<file path="config.mk">
export PLATFORM = sky130hd
export DESIGN_NAME = skip_decode
export DESIGN_NICKNAME = d
export VERILOG_FILES = /design/src/rtl/skip_decode_pkg.sv /design/src/rtl/sync_edge.sv /design/src/rtl/skip_decode.sv
export SDC_FILE = /design/constraint.sdc
export NUM_CORES = 1
export LEC_CHECK = 0
export ABC_AREA = 1
export CAP_MARGIN = 10
export CORE_UTILIZATION = 50
export DETAILED_ROUTE_END_ITERATION = 6
export GPL_TIMING_DRIVEN = 0
export PLACE_DENSITY = 0.71
export RECOVER_POWER = 100
export SYNTH_ARGS = -nofsm -noshare
export SYNTH_HDL_FRONTEND = slang
export SYNTH_SLANG_ARGS = --single-unit
</file>
<file path="constraint.sdc">
create_clock -name mCLK -period 2.3 [get_ports mCLK]
set_input_delay 0.46 -clock mCLK [delete_from_list [all_inputs] [get_ports mCLK]]
set_output_delay 0.46 -clock mCLK [all_outputs]
set_load 0.005 [all_outputs]
</file>
<file path="src/rtl/skip_decode_pkg.sv">
// Shared definitions for the skip-clock receive decoder: FSM encoding and the
// ring defaults also used by the generator side.
package skip_decode_pkg;

   localparam int DEF_LEN      = 16;
   localparam int DEF_LOCK_CNT = 2;

   typedef enum logic [1:0] {
      HUNT    = 2'd0,
      COLLECT = 2'd1,
      CHECK   = 2'd2
   } state_t;

endpackage

</file>
<file path="src/rtl/sync_edge.sv">
// N-flop synchronizer for an asynchronous level, with single-cycle
// rise/fall pulses derived from the synchronized output.
module sync_edge #(
   parameter int N = 2
) (
   input  logic clk,
   input  logic rst_n,
   input  logic d,
   output logic q,
   output logic rise,
   output logic fall
);

   logic [N-1:0] sync_q;
   logic [N-1:0] sync_d;
   logic         last_q;
   logic         last_d;

   always_comb begin
      sync_d = {sync_q[N-2:0], d};
      last_d = sync_q[N-1];
   end

   always_ff @(posedge clk or negedge rst_n) begin
      if (!rst_n) begin
         sync_q <= '0;
         last_q <= 1'b0;
      end else begin
         sync_q <= sync_d;
         last_q <= last_d;
      end
   end

   assign q    = sync_q[N-1];
   assign rise = sync_q[N-1] & ~last_q;
   assign fall = ~sync_q[N-1] & last_q;

endmodule

</file>
<file path="src/rtl/skip_decode.sv">
// Recovers the skip mask of a gated clock ring, frames it on the bit-0 marker
// and reports lock once LOCK_CNT consecutive frames agree.
module skip_decode
   import skip_decode_pkg::*;
#(
   parameter int LEN      = DEF_LEN,
   parameter int LOCK_CNT = DEF_LOCK_CNT,
   parameter int SYNC     = 2
) (
   input  logic           mCLK,
   input  logic           nRST,
   input  logic           E,
   input  logic           iCLK,
   input  logic           iSCLK,
   input  logic           iB0,
   output logic [LEN-1:0] oMASK,
   output logic           oVALID,
   output logic           oLOCKED,
   output logic           oERR
);

   localparam int PW = $clog2(LEN + 1);
   localparam int MW = $clog2(LOCK_CNT + 1);

   logic clk_s, clk_rise, clk_fall;
   logic sclk_s, sclk_rise, sclk_fall;
   logic b0_s, b0_rise, b0_fall;

   sync_edge #(.N(SYNC)) u_sync_clk (
      .clk(mCLK), .rst_n(nRST), .d(iCLK), .q(clk_s), .rise(clk_rise), .fall(clk_fall)
   );
   sync_edge #(.N(SYNC)) u_sync_sclk (
      .clk(mCLK), .rst_n(nRST), .d(iSCLK), .q(sclk_s), .rise(sclk_rise), .fall(sclk_fall)
   );
   sync_edge #(.N(SYNC)) u_sync_b0 (
      .clk(mCLK), .rst_n(nRST), .d(iB0), .q(b0_s), .rise(b0_rise), .fall(b0_fall)
   );

   logic unused_edges;
   assign unused_edges = ^{clk_rise, sclk_rise, sclk_fall, b0_rise, b0_fall};

   state_t          state_q, state_d;
   logic [PW-1:0]   pos_q, pos_d;
   logic [LEN-1:0]  sh_q, sh_d;
   logic [LEN-1:0]  mask_q, mask_d;
   logic [MW-1:0]   match_q, match_d;
   logic            seen_q, seen_d;
   logic            locked_q, locked_d;
   logic            valid_q, valid_d;
   logic            err_q, err_d;

   logic slot_ev;
   logic slot_bit;
   logic mark;

   assign slot_ev  = clk_fall;
   assign slot_bit = ~seen_q;
   assign mark     = b0_s;

   always_comb begin
      state_d  = state_q;
      pos_d    = pos_q;
      sh_d     = sh_q;
      mask_d   = mask_q;
      match_d  = match_q;
      locked_d = locked_q;
      valid_d  = 1'b0;
      err_d    = 1'b0;
      seen_d   = seen_q | (clk_s & sclk_s);
      if (slot_ev) begin
         seen_d = 1'b0;
      end

      if (!E) begin
         state_d  = HUNT;
         pos_d    = '0;
         match_d  = '0;
         locked_d = 1'b0;
      end else begin
         case (state_q)
            HUNT: begin
               if (slot_ev && mark) begin
                  sh_d[0] = slot_bit;
                  pos_d   = PW'(1);
                  state_d = COLLECT;
               end
            end
            COLLECT: begin
               if (slot_ev) begin
                  if (mark) begin
                     // A marker anywhere but slot 0 restarts the frame here.
                     if (pos_q != '0) begin
                        err_d    = 1'b1;
                        locked_d = 1'b0;
                        match_d  = '0;
                     end
                     sh_d[0] = slot_bit;
                     pos_d   = PW'(1);
                  end else if (pos_q == '0 || pos_q == PW'(LEN)) begin
                     err_d    = 1'b1;
                     locked_d = 1'b0;
                     match_d  = '0;
                     pos_d    = '0;
                     state_d  = HUNT;
                  end else begin
                     for (int i = 1; i < LEN; i++) begin
                        if (pos_q == PW'(i)) begin
                           sh_d[i] = slot_bit;
                        end
                     end
                     pos_d = pos_q + PW'(1);
                     if (pos_q == PW'(LEN - 1)) begin
                        state_d = CHECK;
                     end
                  end
               end
            end
            CHECK: begin
               mask_d  = sh_q;
               valid_d = 1'b1;
               if (sh_q == mask_q) begin
                  if (match_q != MW'(LOCK_CNT)) begin
                     match_d = match_q + MW'(1);
                  end
                  if (match_d == MW'(LOCK_CNT)) begin
                     locked_d = 1'b1;
                  end
               end else begin
                  match_d  = MW'(1);
                  locked_d = 1'b0;
                  err_d    = locked_q;
                  if (LOCK_CNT == 1 && !locked_q) begin
                     locked_d = 1'b1;
                  end
               end
               pos_d   = '0;
               state_d = COLLECT;
            end
            default: begin
               state_d = HUNT;
               pos_d   = '0;
            end
         endcase
      end
   end

   always_ff @(posedge mCLK or negedge nRST) begin
      if (!nRST) begin
         state_q  <= HUNT;
         pos_q    <= '0;
         sh_q     <= '0;
         mask_q   <= '0;
         match_q  <= '0;
         seen_q   <= 1'b0;
         locked_q <= 1'b0;
         valid_q  <= 1'b0;
         err_q    <= 1'b0;
      end else begin
         state_q  <= state_d;
         pos_q    <= pos_d;
         sh_q     <= sh_d;
         mask_q   <= mask_d;
         match_q  <= match_d;
         seen_q   <= seen_d;
         locked_q <= locked_d;
         valid_q  <= valid_d;
         err_q    <= err_d;
      end
   end

   assign oMASK   = mask_q;
   assign oVALID  = valid_q;
   assign oLOCKED = locked_q;
   assign oERR    = err_q;

endmodule

</file>
-- Word level (Yosys, flattened, before mapping)
Cells that the tools add are included.
- logic and storage cells: 142
- output and inout port bits: 19
- register bits: 52
- add/sub/neg operators: 2
- bitwise operators: 7
- reductions and logical operators: 27
- muxes and demuxes: 46
- eq/ne operators: 32
- operators by type and width (operator ; number):
    AND reduction 6 bit ; 15
    == test 5 x 4 -> 1 bit, second input constant ; 8
    two-way mux 2 bit ; 16
    two-way mux 5 bit ; 5
    == test 5 x 3 -> 1 bit, second input constant ; 4
    two-way mux 1 bit ; 19
    == test 16 bit ; 1
    inequality test 4 bit, second input constant ; 3
    == test 5 x 2 -> 1 bit, second input constant ; 2
    one-hot mux 5 bit (2 select lines) ; 1
    AND reduction 5 bit ; 2
    inequality test 3 bit, second input constant ; 3
    AND reduction 4 bit ; 2
    inequality test 2 bit, second input constant ; 3
    one-hot mux 1 bit (2 select lines) ; 3
    one-hot mux 2 bit (3 select lines) ; 1
    adder 5 x 1 -> 5 bit, second input constant ; 1
    == test 5 x 1 -> 1 bit, second input constant ; 1
    == test 5 bit, second input constant ; 1
    zero test 5 bit ; 1
    nonzero test 5 bit ; 1
    == test 2 bit, second input constant ; 2
    inequality test 4 x 3 -> 1 bit, second input constant ; 1
    inverter 1 bit ; 4
    12 further kinds ; 14

-- Longest topological paths before layout
Gate-level depths: netlist of the first run.
- word-level depth: 10
- depth in mapped cells: 10
- mapped depth without buffers: 10

-- Modules after synthesis
Synthesis of the first run repeated with hierarchy kept, for this count alone.
- cells, all modules: 359
- area total of the unflattened synthesis: 2732.6 um^2
- by module, submodules not included (module ; cells each ; instances ; area each (um^2)):
    skip_decode ; 338 ; 1 ; 2462.4
    sync_edge ; 7 ; 3 ; 90.1

-- Least setup slack after synthesis of the first run
Ideal clock, no wire load.
- kind: register -> register
- start: reg pos_q[0]
- end: reg sh_q[8]
- path buffers: 0
- setup slack: 0.889 ns
- arrival time: 1.281 ns
- cell stages (with the launch flop): 9
- period minus slack after synthesis: 1.411 ns
- path through: dfrtp_1 -> inv_1 -> ha_1 -> nand2_4 -> nand4_4 -> nor3_4 -> nand2_1 -> nand2_1 -> o21ai_1
- cells in the longest elaborated chain, start to end: 4
- elaborated cells on any way between the ends: 6
- those cells by class: eq/ne (2); bitwise (1); reduce/logical (3)
- ends and longest elaborated chain (element ; line ; source):
    start, declared ; skip_decode.sv:43 ; logic [PW-1:0] pos_q, pos_d;
    start signal, assigned ; skip_decode.sv:160 ; pos_q <= pos_d;
    == test 5 bit or zero test 5 bit (tied branches) ; skip_decode.sv:99 ; end else if (pos_q == '0 || pos_q == PW'(LEN)) begin
    logical OR 1 bit ; skip_decode.sv:99 ;
    inverter 1 bit (no source line) ; n/a ;
    AND reduction 6 bit (no source line) (*) ; n/a ;
    end signal, assigned ; skip_decode.sv:151 ; sh_q <= '0;
    end signal, assigned ; skip_decode.sv:161 ; sh_q <= sh_d;
    end, declared ; skip_decode.sv:44 ; logic [LEN-1:0] sh_q, sh_d;
Mark *: on every way between the ends. The rest lies on a longest branch, timed or not.
A chain may end at the register's enable or synchronous reset.

-- Worst setup path after layout of the first run
- start: reg state_q[1]
- end: reg pos_q[3]
- cells in the longest elaborated chain, start to end: 3
- elaborated cells on any way between the ends: 7
- those cells by class: eq/ne (3); mux (2); reduce/logical (2)
- ends and longest elaborated chain (element ; line ; source):
    start, declared ; skip_decode.sv:42 ; state_t state_q, state_d;
    start signal, assigned ; skip_decode.sv:159 ; state_q <= state_d;
    == test 2 x 1 -> 1 bit or zero test 2 bit (tied branches) ; skip_decode.sv:80 ; case (state_q)
    one-hot mux 5 bit (2 select lines) or inequality test 3 bit (tied branches) ; n/a ;
    two-way mux 5 bit or AND reduction 2 bit (tied branches) ; n/a ;
Parallel ways exist; a longest one is shown, timed or not.

==> results.md, run 1 <==
* Die Width at ~75 µm
* Worst path slowest cell: dfrtp_1
* Max-slew violations at 30
* Global-route wire length before repair at 8.19 mm
* Leak at 0.00156 µW
* Worst slew pin tran at around 1.8 ns
* Gate Count Post-Synth at 336
* Worst path bufs/invs at 2
* Hold depth at 0
* Via count at ~2100
* Pre-CTS WS at around 0.59 ns
* Final core occ at about three fifths
* Most used cell, CP: nand2_1
* Setup_tns at 0 ns
* Synthesized Nets at 352
* R2R depth at 9
* Worst path arrival time at a little over 2 ns
* R2r endpoint: pos_q[3]
* Die area at roughly 5600 µm²
* # IOs at 25
* Reg-to-reg startpoint: state_q[1]
* Setup Buffers After CTS at 0
* Minimum clock period after layout at 1.85 ns
* Status: complete, but fails checks
* Antenna violations before repair at 0
* Failing checks: max-capacitance violations, max-slew violations
* # diodes at 0
* Layout Area Growth over Synthesis at 15.0%
* Row count at 26
* FF-to-FF setup slack at between 0.4 and 0.5 ns
* FF+latch count, synth at 52
* Drc violations at 0
* Setup CP Type: flop to flop
* Register area share after synthesis at 48.7%
* Skew-Pair Late Insertion Delay at slightly above 0.3 ns
* Period utilization at ~80%
* Core area at between 5000 and 6000 µm²
* Initial DRC count at 103
* First-pass DRT Iterations at 4
* Vias in the first global route at 1843
* Post-DRT Antenna Nets at 0
* RSZ-0062 raised after global routing: false
* Syn_area_per_cell at ~8.0 µm²
* Worst IR Drop VDD at approximately 430 µV
* Port Buffers at 23
* Critical path launch point type: flop
* Hold WC Path Type: flop to flop
* Hpwl dp at around 3.8 mm
* Final Power at approximately 2300 µW
* Via density at ~4.9
* Wire length per cell at ~12 µm
* Worst Hold Path EP: u_sync_clk.sync_q[1]
* Clk sinks at 52
* Post-synthesis cell type count at 27
* Cts hold-fix bufs at 0
* Cell depth of the worst setup path at 9
* Crit-path max FO at 10
* Cell Area, Synth at roughly 2700 µm²
* CTS tree: yes
* Initial Utilization at between 50% and 60%
* Max_cap viols at 1
* Post-CTS sizing at 0
* Clock tree buffer depth at 2
* Setup ws final at around 0.45 ns
* Share of post-route cells with drive strength above 1 at 4.08%
* CTS H-Tree Depth at 2
* CTS Buf Count at 5
* Skew final at 0.0127 ns
* Post-route insts no fill at about 440
* GRT Total Usage at about a fifth
* Routed WL at 5.04 mm
* Synth warn at 0
* Fmax at approximately 0.54 GHz
* Critical path cell sequence: inv_1 -> ha_1 -> nand2_1 -> nand2_1 -> nand2_1 -> clkbuf_1 -> nand4_1 -> o21ai_0 -> a21oi_1
* Crit. End Element: flop
* Final RePlAce weighted congestion at between 0.8 and 0.9
* Height of the chip at 75.1 µm
* Setup violators final at 0
* Largest net degree at the start of global routing at 31
* Slew HR at -17.7%
* CTS clk-pin slew, worst paths at about 0.090 ns
* Required time of the critical path at around 2.5 ns
* Hold Path Origin: u_sync_clk.sync_q[0]
* Family with the most delay on the worst path: simple AND/OR/NAND/NOR gates
* Final hold violations at 0
* Pwr per Cell Area at approximately 750 nW/µm²
* GRT overflow at 0
* Fin nets at between 300 and 400
* Crit path largest cell delay at ~0.38 ns
* Placed cells at 430
* Root buffer cell: clkbuf_8
-- synth_stat cells --
master	instances	share of area (%)
dfrtp_1	52	49
nor2_1	25	3.5
nor2_4	2	0.84
nor3_4	1	0.61
nand3_2	1	0.37
nand4_1	6	1.4
a31oi_1	2	0.47
o21ai_1	5	0.94
nand2_4	1	0.42
nand3_1	10	1.9
clkbuf_1	4	0.56
nand4_2	1	0.47
xor2_1	1	0.33
ha_1	10	4.7
nor4_1	2	0.47
a21oi_4	1	0.61
buf_6	1	0.42
inv_1	56	7.9
o21ai_2	1	0.33
buf_4	2	0.56
nand4_4	1	0.80
o21ai_0	27	5.1
o22ai_1	2	0.47
a21oi_1	12	2.2
nor2_8	1	0.75
nand2_1	108	15
inv_2	1	0.14
-- routing by layer --
layer / global-route usage (%) / up-vias / part of all wire (%)
met2: 34.8 / 32 / 49
li1: - / 1106 / -
met5: 0 / - / 0
met4: 6.71 / 0 / 1.1
met3: 4.02 / 5 / 3.2
met1: 24.0 / 997 / 47
-- stage by stage --
stage / hold slack (ns) / area, µm²
global route: 0.363 / 3080
detailed placement: 0.336 / 3010
floorplan: 0.164 / 2670
global placement: 0.332 / 2990
CTS: 0.217 / 3100
finish: 0.352 / 3080
-- worst max path at each step --
stage	slack, ns	startpoint	to
floorplan	0.89	pos_q[0]	sh_q[8]
global placement	-0.78	nRST	oVALID
detailed placement	0.59	state_q[0]	oMASK[0]
CTS	0.58	state_q[0]	oMASK[0]
global route	0.30	nRST	oVALID
finish	0.45	state_q[1]	pos_q[3]
-- flip-flops by register name (all words and copies together) (netlist names) --
signal	count
u_sync_sclk.sync_q	2
u_sync_b0.sync_q	2
u_sync_clk.last_q	1
match_q	2
u_sync_clk.sync_q	2
sh_q	16
oERR	1
seen_q	1
state_q	2
oMASK	16
pos_q	5
oLOCKED	1
oVALID	1
-- cells by family (layout without fill, tap and decap cells) --
family | Yosys count | in the layout | share of synthesized area [%]
simple gates | 159 | 159 | 26.7
buf+inv | 64 | 96 | 9.55
flops | 52 | 52 | 48.7
compound gates | 50 | 50 | 10.1
fa+ha+maj | 10 | 10 | 4.68
xor+xnor | 1 | 1 | 0.328
-- cell type report --
cell class,count,area (µm²)
fill,506,2060
sequential,52,1300
multi-input combinational,220,1090
timing repair buffer,24,251
inverter,57,214
clock buffer,8,90.1
tap,70,87.6
buffer,7,37.5
-- worst register-to-register path: stages, from the launching register on --
cell,delay (ns)
dfrtp_1,0.38
inv_1,0.08
ha_1,0.25
nand2_1,0.11
nand2_1,0.10
nand2_1,0.11
clkbuf_1,0.32
nand4_1,0.16
o21ai_0,0.18
a21oi_1,0.06
-- placed cells by master (no fill, tap or decap) --
cell type,synthesis,routed
nand2_1,108,109
inv_1,56,57
dfrtp_1,52,52
o21ai_0,27,31
nor2_1,25,26
dlygate4sd3_1,0,22
a21oi_1,12,12
nand3_1,10,11
ha_1,10,10
clkbuf_1,4,8
nand4_1,6,6
clkbuf_8,0,6
o21ai_1,5,2
o22ai_1,2,2
nor4_1,2,2
a31oi_1,2,2
buf_4,2,1
buf_6,1,1
xor2_1,1,1
nor2_4,2,1
nor2_8,1,1
nand4_4,1,1
nand4_2,1,1
a21oi_4,1,1
nor3_4,1,1
buf_16,0,1
-- power breakdown --
group	leakage [µW]	total, µW	internal (µW)	switching, µW
registers	0.000669	1110	1020	92.2
logic	0.000841	657	259	398
clock network	0.0000455	534	246	288
Note: power is estimated with default switching activity, not from simulation.
==> run 2, diff against run 1 <==
--- a/config.mk
+++ b/config.mk
@@ -10,7 +10,7 @@
 export CORE_UTILIZATION = 50
 export DETAILED_ROUTE_END_ITERATION = 6
 export GPL_TIMING_DRIVEN = 0
-export PLACE_DENSITY = 0.71
+export PLACE_DENSITY = 0.74
 export RECOVER_POWER = 100
 export SYNTH_ARGS = -nofsm -noshare
 export SYNTH_HDL_FRONTEND = slang
==> constraint.sdc (replaced) <==
create_clock -name mCLK -period 1.65 [get_ports mCLK]
set_input_delay 0.33 -clock mCLK [delete_from_list [all_inputs] [get_ports mCLK]]
set_output_delay 0.33 -clock mCLK [all_outputs]
set_load 0.005 [all_outputs]
==> results.md, run 2 (synthesized netlist as in run 1, its figures left out) <==
* Status: completed
* Flop pwr share at 44.9% (-3.3 points)
* Fin nets at 392 (+2.3%)
* R2R depth at 9 (unchanged)
* Worst path arrival time at 1.76 ns (-0.28 ns)
* Post-DRT Antenna Nets at 0 (unchanged)
* Share of post-route cells with drive strength above 1 at 13.0% (+8.9 points)
* CTS H-Tree Depth at 2 (unchanged)
* Placed Area at 3010 µm² (-0.25%)
* Row count at 26 (unchanged)
* Via density at 4.94 (+1.1%)
* Wire length per cell at 11.9 µm (+3.8%)
* FF-to-FF setup slack at 0.05 ns (-0.41 ns)
* Clock power frac at 21.8% (-1.4 points)
* Final RePlAce weighted congestion at 0.846 (+1.4%)
* Global-route wire length before repair at 8.96 mm (+9.4%)
* Pint at 2260 µW (+49%)
* Layout Area Growth over Synthesis at 20.1%
* Reg-to-reg startpoint: state_q[1]
* GRT overflow at 0 (unchanged)
* Clk sinks at 52 (unchanged)
* Minimum clock period after layout at 1.60 ns (-0.244 ns)
* Worst IR Drop VDD at 683 µV (+60%)
* Die Width at 75.1 µm (unchanged)
* Height of the chip at 75.1 µm (unchanged)
* Leak at 0.00155 µW (-0.12%)
* Routed WL at 5.34 mm (+6.0%)
* Hold WC Path Type: primary input to flop
* Logic pwr share at 33.4% (+4.8 points)
* Via count at 2209 (+3.2%)
* Initial DRC count at 131 (+27%)
* First-pass DRT Iterations at 4 (unchanged)
* Max_cap viols at 0 (-1)
* Slew HR at 67.2% (+85 points)
* Required time of the critical path at 1.81 ns (-0.68 ns)
* Worst path slowest cell: dfrtp_1
* Antenna violations before repair at 0 (unchanged)
* Hold_ws at 0.302 ns (-0.0502 ns)
* Setup_tns at 0 ns (unchanged)
* Port Buffers at 23 (unchanged)
* # IOs at 25 (unchanged)
* Die area at 5640 µm² (unchanged)
* Skew-Pair Late Insertion Delay at 0.31 ns (about the same)
* Setup CP Type: flop to flop
* Crit path largest cell delay at 0.40 ns (+0.02 ns)
* Largest net degree at the start of global routing at 34 (+9.7%)
* Family with the most delay on the worst path: simple AND/OR/NAND/NOR gates
* R2r endpoint: sh_q[15]
* Setup ws final at 0.0464 ns (-0.406 ns)
* Crit-path max FO at 5 (-5)
* Core area at 5140 µm² (unchanged)
* Hpwl dp at 3.79 mm (-0.32%)
* Commonest non-fill, non-tap cell in the layout: nand2_1
* Switching Share at 34.0% (+0.20 points)
* Switch Pwr at 1170 µW (+50%)
* # diodes at 0 (unchanged)
* Final Power at 3430 µW (+49%)
* Skew final at 0.00947 ns (-0.00325 ns)
* Pre-CTS WS at -0.0404 ns (-0.634 ns)
* Crit. End Element: flop
* Drc violations at 0 (unchanged)
* Root buffer cell: clkbuf_8
* Critical path launch point type: flop
* Pwr per Cell Area at 1070 nW/µm² (+43%)
* Vias in the first global route at 2054 (+11%)
* CTS clk-pin slew, worst paths at 0.08 ns (about the same)
* CTS tree: yes
* GRT Total Usage at 21.5% (+1.8 points)
* Period utilization at 97.2% (+17 points)
* Final hold violations at 0 (unchanged)
* Worst Hold Path EP: oERR
* Commonest cells after routing, fill and taps aside: nand2_1, inv_1, dfrtp_1, o21ai_0
* Initial Utilization at 52.0% (unchanged)
* Worst path bufs/invs at 3 (+1)
* Critical path cell sequence: inv_1 -> ha_2 -> nand2_1 -> inv_2 -> nand3_1 -> inv_1 -> nand3_1 -> nand2_1 -> o21ai_0
* Fmax at 0.624 GHz (+15%)
* Max-slew violations at 0 (-100%)
* Worst slew pin tran at 0.492 ns (-1.27 ns)
* Hold depth at 3 (+3)
* Hold Path Origin: E
* Clock tree buffer depth at 2 (unchanged)
* Setup violators final at 0 (unchanged)
* Finished Cell Area at 3210 µm² (+4.4%)
* CTS Buf Count at 5 (unchanged)
[run 2: cell count changes in the layout (fill, tap and decap cells not counted), sizes merged]
cell,delta
buf,+7
dlygate4sd3,-17
clkdlybuf4s50,+18
clkbuf,+1
[run 2: worst max-delay path by stage]
stage                           from         end  slack, ns  cells after the start
after floorplan             pos_q[0]     sh_q[8]       0.24                      8
after global placement          nRST  match_q[0]      -1.29                      1
after detailed placement  state_q[0]    oMASK[0]      -0.04                      5
after CTS                   pos_q[0]     sh_q[9]       0.01                      8
after global routing      state_q[1]    sh_q[15]      -0.07                      9
final                     state_q[1]    sh_q[15]       0.05                      9
[run 2: routing by layer]
metal	wire length (µm)	GRT usage, %
met1	2280	25.9
met2	2680	37.6
met3	272	4.28
met4	101	8.81
met5	0	0
[run 2: final cells by class]
cell class / count / area [µm²]
multi-input combinational: 220 / 1160
clock buffer: 8 / 90.1
inverter: 57 / 214
timing repair buffer: 33 / 303
tap: 70 / 87.6
buffer: 7 / 48.8
sequential: 52 / 1300
fill: 478 / 1930
[run 2: worst min-delay path, stage by stage]
cell	delay (ns)
buf_4	0.15
nand2_1	0.06
a21oi_1	0.03
[run 2: power by group through the flow]
stage	Sequential, µW	Clock, µW	Combinational, µW
after floorplan	1560	0	641
after global placement	1570	0	945
after detailed placement	1570	0	988
after CTS	1550	757	997
final	1540	747	1140
after global routing	1570	817	1310
[run 2: metrics by stage]
step | instances | util, %
4_1_cts | 439 | 60.5
2_1_floorplan | 336 | -
6_report | 447 | 62.5
3_5_place_dp | 430 | 58.5
5_1_grt | 447 | 62.5
3_3_place_gp | 429 | 58.2
[run 2: repair_timing]
action                                  CTS  global route
pin swaps                                 0             3
endpoints found under the setup margin   12            22
setup buffers                             0             8
hold buffers                              1             0
resized for setup                         3            22
endpoints found under the hold margin    19             0
==> run 3, diff against run 2 <==
--- a/config.mk
+++ b/config.mk
@@ -7,6 +7,7 @@
 export LEC_CHECK = 0
 export ABC_AREA = 1
 export CAP_MARGIN = 10
+export CORE_MARGIN = 10
 export CORE_UTILIZATION = 50
 export DETAILED_ROUTE_END_ITERATION = 6
 export GPL_TIMING_DRIVEN = 0
@@ -14,4 +15,5 @@
 export RECOVER_POWER = 100
 export SYNTH_ARGS = -nofsm -noshare
 export SYNTH_HDL_FRONTEND = slang
+export SYNTH_HIERARCHICAL = 1
 export SYNTH_SLANG_ARGS = --single-unit
==> results.md, run 3 <==
* Setup violators final at 1 (+1)
* Die area at 8600 µm² (+52%)
* Largest net degree at the start of global routing at 30 (-12%)
* Share of post-route cells with drive strength above 1 at 15.2% (+2.2 points)
* Commonest cells after routing, fill and taps aside: nand2_1, inv_1, dfrtp_1, o21ai_0, nor2_1
* Port Buffers at 24 (+4.3%)
* Drc violations at 0 (unchanged)
* Die Width at 92.7 µm (+23%)
* Pre-CTS WS at -0.343 ns (-0.303 ns)
* Required time of the critical path at 1.86 ns (+0.05 ns)
* Clk sinks at 52 (unchanged)
* Flop pwr share at 42.4% (-2.5 points)
* Final RePlAce weighted congestion at 0.898 (+6.1%)
* Setup CP Type: flop to flop
* Crit-path max FO at 4 (-1)
* Layout Area Growth over Synthesis at 25.0%
* Max-slew violations at 0 (unchanged)
* Initial DRC count at 94 (-28%)
* Root buffer cell: clkbuf_8
* Fin nets at 403 (+2.8%)
* Via density at 4.80 (-2.9%)
* First-pass DRT Iterations at 4 (unchanged)
* Setup ws final at -0.0000445 ns (-0.0465 ns)
* Layout fillers at 440 (-7.9%)
* Worst path bufs/invs at 2 (-1)
* Initial Utilization at 51.8% (-0.23 points)
* Antenna violations before repair at 0 (unchanged)
* Commonest non-fill, non-tap cell in the layout: nand2_1
* Routed WL at 5.90 mm (+11%)
* Max_cap viols at 0 (unchanged)
* Via count at 2197 (-0.54%)
* CTS H-Tree Depth at 2 (unchanged)
* Final hold violations at 0 (unchanged)
* Critical path launch point type: flop
* Worst slew pin tran at 1.27 ns (+0.776 ns)
* RSZ-0062 raised after global routing: true
* Worst IR Drop VDD at 745 µV (+9.2%)
* Gate Count Post-Synth at 347 (+3.3%)
* Worst path slowest cell: dfrtp_1
* Fmax at 0.606 GHz (-2.8%)
* Period utilization at 100% (+2.8 points)
* Pint at 2350 µW (+3.8%)
* CTS Buf Count at 5 (unchanged)
* Pwr per Cell Area at 1060 nW/µm² (-1.2%)
* Critical path cell sequence: inv_2 -> ha_4 -> nand2_4 -> nand2_8 -> nor3_4 -> buf_6 -> nand3_1 -> nor2_1 -> a21oi_1
* Switching Share at 32.8% (-1.3 points)
* Hold WC Path Type: primary input to async pin
* # IOs at 25 (unchanged)
* Wire length per cell at 12.9 µm (+7.9%)
* Worst path arrival time at 1.86 ns (+0.10 ns)
* Logic pwr share at 30.0% (-3.4 points)
* Core area at 5110 µm² (-0.63%)
* Failing checks: negative setup slack
* CTS clk-pin slew, worst paths at 0.09 ns (about the same)
* Post-route insts no fill at 458 (+2.5%)
* Height of the chip at 92.7 µm (+23%)
* Skew-Pair Late Insertion Delay at 0.31 ns (about the same)
* Family with the most delay on the worst path: simple AND/OR/NAND/NOR gates
* GRT Total Usage at 13.9% (-7.6 points)
* Row count at 26 (unchanged)
* Global-route wire length before repair at 9.76 mm (+8.9%)
* Synth warn at 6 (+6)
* Crit. End Element: flop
* Clock power frac at 27.6% (+5.8 points)
* Vias in the first global route at 2164 (+5.4%)
* CTS tree: yes
* Post-DRT Antenna Nets at 0 (unchanged)
* # diodes at 0 (unchanged)
* Cell Area, Synth at 2650 µm² (-1.1%)
* Hpwl dp at 4.27 mm (+13%)
* Status: complete, but fails checks
* Switch Pwr at 1140 µW (-2.1%)
* Leak at 0.00158 µW (+2.0%)
* Crit path largest cell delay at 0.41 ns (about the same)
* Slew HR at 15.5% (-52 points)
* Placed cells at 442 (+2.8%)
* Synthesized Nets at 363 (+3.1%)
* Clock tree buffer depth at 2 (unchanged)
* Skew final at 0.00520 ns (-0.00428 ns)
* Final Power at 3490 µW (+1.8%)
* Minimum clock period after layout at 1.65 ns (+0.0465 ns)
* Syn_area_per_cell at 7.62 µm² (-4.2%)
* Setup_tns at -0.0000445 ns (-0.0000445 ns)
* GRT overflow at 0 (unchanged)
run 3: final cells by class:
class	count	area (µm²)	area share (%)
flip-flops and latches	52	1300	39.4
well taps	70	87.6	2.65
clock buffers	7	96.3	2.91
plain buffers	4	18.8	0.568
repair buffers	33	308	9.31
clock inverters	1	30.0	0.908
multi-input cells	228	1230	37.1
inverters	63	236	7.15
run 3: layer usage:
layer	vias to the layer above	global-route usage [%]	part of all wire, %
li1	1144	-	-
met1	1003	15.5	42
met2	43	24.1	50
met3	7	3.87	5.5
met4	0	6.04	2.0
met5	-	0	0
run 3: worst paths after layout:
check                                      end  depth (start not counted)  slack, ns                 from
setup / recovery                       sh_q[3]                          9   -0.00004             pos_q[1]
hold / removal                        oMASK[8]                          1       0.27                 nRST
setup reg to reg                       sh_q[3]                          9   -0.00004             pos_q[1]
hold reg to reg            u_sync_b0/sync_q[1]                          0       0.36  u_sync_b0/sync_q[0]
max in group asynchronous             pos_q[2]                          2       0.22                 nRST
min in group mCLK          u_sync_b0/sync_q[1]                          0       0.36  u_sync_b0/sync_q[0]
run 3: metrics by stage:
| stage | util [%] | hold WS [ns] | instance area [µm²] |
|---|---|---|---|
| after global placement | 58.2 | 0.333 | 2970 |
| final | 64.7 | 0.266 | 3310 |
| after global routing | 64.7 | 0.364 | 3310 |
| after detailed placement | 58.5 | 0.339 | 2990 |
| after floorplan | - | 0.0344 | 2650 |
| after CTS | 61.7 | 0.0154 | 3150 |
run 3: repair_timing:
| item | CTS | global route |
|---|---|---|
| hold endpoints to repair | 0 | 0 |
| resized for setup | 6 | 47 |
| hold buffers | 0 | 0 |
| setup endpoints to repair | 10 | 41 |
| pin swaps | 0 | 10 |
| buffers inserted | 3 | 5 |
run 3: power by group through the flow:
stage	Combinational (µW)	Clock, µW	Sequential (µW)
after floorplan	547	0	1490
after global placement	817	0	1500
after detailed placement	839	0	1500
after CTS	912	979	1470
after global routing	1170	1030	1490
final	1050	962	1480
==> RTL edit: new RTL, flow settings as in run 2 <==
The 3 states of `state_t` get a one-hot encoding in 3 bits.
--- a/src/rtl/skip_decode_pkg.sv
+++ b/src/rtl/skip_decode_pkg.sv
@@ -5,10 +5,10 @@
    localparam int DEF_LEN      = 16;
    localparam int DEF_LOCK_CNT = 2;
 
-   typedef enum logic [1:0] {
-      HUNT    = 2'd0,
-      COLLECT = 2'd1,
-      CHECK   = 2'd2
+   typedef enum logic [2:0] {
+      HUNT    = 3'b001,
+      COLLECT = 3'b010,
+      CHECK   = 3'b100
    } state_t;
 
 endpackage
Behaviour: same outputs for any inputs over 10 cycles, from zero or initial values and one cycle with nRST low; not proved beyond that.
==> RTL edit against run 2 <==
Wire length shrank 2.7%. Area after synthesis shrank 1.8%. Sequential share of layout area grew 1.5 points. Cell area shrank 1.6%. Largest cell class unchanged. Sequential cell count grew 1. Critical path type unchanged. Critical path depth is the same. Setup slack gained 0.036 ns. Highest routed layer unchanged.
Power is not compared: it rests on default switching activity, and its combinational part moved more than twofold at a synthesized area within 25%.
==> RTL edit: results (changes against run 2) <==
.. list-table::
   :header-rows: 1

   * - Metric
     - Value
   * - Worst hold margin
     - 0.0733 ns (-0.229 ns)
   * - Library cells used by synthesis
     - 23 (-15%)
   * - Number of filler cells placed in the layout
     - 442 (-7.5%)
   * - Run status
     - complete, no violations
   * - Sequential cell area fraction in the yosys report
     - 50.6% (+1.9 points)
   * - Netlist Area Pre-Place
     - 2630 um2 (-1.8%)
   * - Place WS
     - -0.326 ns (-0.285 ns)
   * - R2R setup slack
     - 0.08 ns (+0.04 ns)
   * - Fraction of final layout cells sized beyond drive strength 1
     - 10.6% (-2.4 points)
   * - Cell Area, Placed
     - 2980 um2 (-1.0%)
   * - Wire length on met2
     - 2520 um (-6.0%)
   * - Largest clock skew in the final design
     - 0.00611 ns (-0.00336 ns)
   * - DR vias
     - 2221 (+0.54%)
   * - Routability-driven placement congestion ratio
     - 0.893 (+5.5%)
   * - Worst Tran Pin Value
     - 0.725 ns (+0.233 ns)
   * - Post-detailed-placement half-perimeter wirelength
     - 3750 um (-1.1%)
   * - Total global-route track usage
     - 20.0% (-1.5 points)
   * - Launch point of the worst reg-to-reg path
     - pos_q[0]
   * - Net count after synthesis
     - 349 (-0.85%)
   * - Synth top area cells
     - sky130_fd_sc_hd__dfrtp_1, sky130_fd_sc_hd__nand2_1, sky130_fd_sc_hd__inv_1, sky130_fd_sc_hd__o21ai_0, sky130_fd_sc_hd__nor2_1
   * - Worst hold path class
     - primary input to asynchronous set/reset pin
   * - Routed Wire Length
     - 5200 um (-2.7%)
   * - Arrival time of data at the critical path endpoint
     - 1.74 ns (-0.02 ns)
   * - Antenna Diode Count
     - 0 (unchanged)
   * - Amount of wire on met3 after detailed routing
     - 208 um (-24%)
   * - Number of DRC markers in iteration 0
     - 153 (+17%)
   * - Number of global-route vias before repair
     - 1951 (-5.0%)
   * - Most common library cells after synthesis
     - sky130_fd_sc_hd__nand2_1, sky130_fd_sc_hd__dfrtp_1, sky130_fd_sc_hd__inv_1
   * - Global-route wire length before repair
     - 8450 um (-5.6%)
   * - Post-Route M1 WL
     - 2430 um (+6.3%)
   * - CTS H-Tree Depth
     - 2 (unchanged)
   * - Final #Nets
     - 388 (-1.0%)
   * - Pin count of the biggest net entering global routing
     - 32 (-5.9%)
   * - Clock network power consumption
     - 723 uW
   * - Reg2Reg Capture Point
     - sh_q[12]
==> RTL edit: cell count changes after synthesis, moves of 4 or more <==
cell / run 2 / this run
sky130_fd_sc_hd__nand2_1: 108 / 104
sky130_fd_sc_hd__nor2_1: 25 / 32
sky130_fd_sc_hd__nand4_1: 6 / 16
sky130_fd_sc_hd__inv_1: 56 / 52
sky130_fd_sc_hd__o21ai_1: 5 / 9
sky130_fd_sc_hd__ha_1: 10 / 6
sky130_fd_sc_hd__a21oi_1: 12 / 3
sky130_fd_sc_hd__o21ai_0: 27 / 35
==> RTL edit: per-stage QoR <==
step / util, % / cells
floorplan: - / 337
global placement: 58.2 / 431
detailed placement: 58.6 / 432
CTS: 60.8 / 442
global route: 62.2 / 446
finish: 62.2 / 446
==> RTL edit: how the worst max path moves through the flow <==
stage | endpoint | cells past startpoint | slack, ns | start
detailed placement | state_q[1] | 8 | -0.33 | E
finish | sh_q[12] | 9 | 0.08 | pos_q[0]
global placement | match_q[0] | 1 | -1.30 | nRST
floorplan | sh_q[10] | 9 | 0.09 | pos_q[0]
CTS | state_q[1] | 9 | 0.008 | E
global route | sh_q[4] | 9 | -0.05 | pos_q[0]
==> RTL edit: metal layers <==
layer | up-vias | GRT usage (%)
met3 | 4 | 4.74
met4 | 0 | 4.19
met2 | 48 | 34.0
met5 | - | 0
li1 | 1146 | -
met1 | 1023 | 26.0
==> RTL edit: kinds of logic after synthesis <==
group / after synthesis / share of synthesized area, %
AO/OA/AOI/OAI: 49 / 9.49
XOR/XNOR: 1 / 0.334
adder cells (fa/ha/maj): 6 / 2.86
buffers and inverters: 59 / 8.82
flip-flops: 53 / 50.6
AND/OR/NAND/NOR: 169 / 27.9
==> RTL edit: worst max-delay path: stages, from the launching register on <==
cell,delay (ns)
sky130_fd_sc_hd__dfrtp_1,0.37
sky130_fd_sc_hd__inv_2,0.07
sky130_fd_sc_hd__ha_4,0.17
sky130_fd_sc_hd__nand2_4,0.08
sky130_fd_sc_hd__nand2_4,0.06
sky130_fd_sc_hd__nor3_4,0.24
sky130_fd_sc_hd__buf_4,0.20
sky130_fd_sc_hd__nand4_1,0.11
sky130_fd_sc_hd__nand2_1,0.10
sky130_fd_sc_hd__o21ai_1,0.06
==> RTL edit: layout make-up <==
type	count	area, um2	area share, %
tap	70	87.6	2.77
buffer	7	42.5	1.35
multi-input combinational	225	1120	35.5
sequential	53	1330	42.0
timing repair buffer	32	299	9.47
clock buffer	7	86.3	2.73
inverter	52	195	6.18
==> RTL edit: timing repair <==
action / CTS / global route
setup endpoints to repair: 17 / 29
setup buffers: 3 / 3
cloned: 0 / 1
pin swaps: 1 / 6
resized for setup: 1 / 28
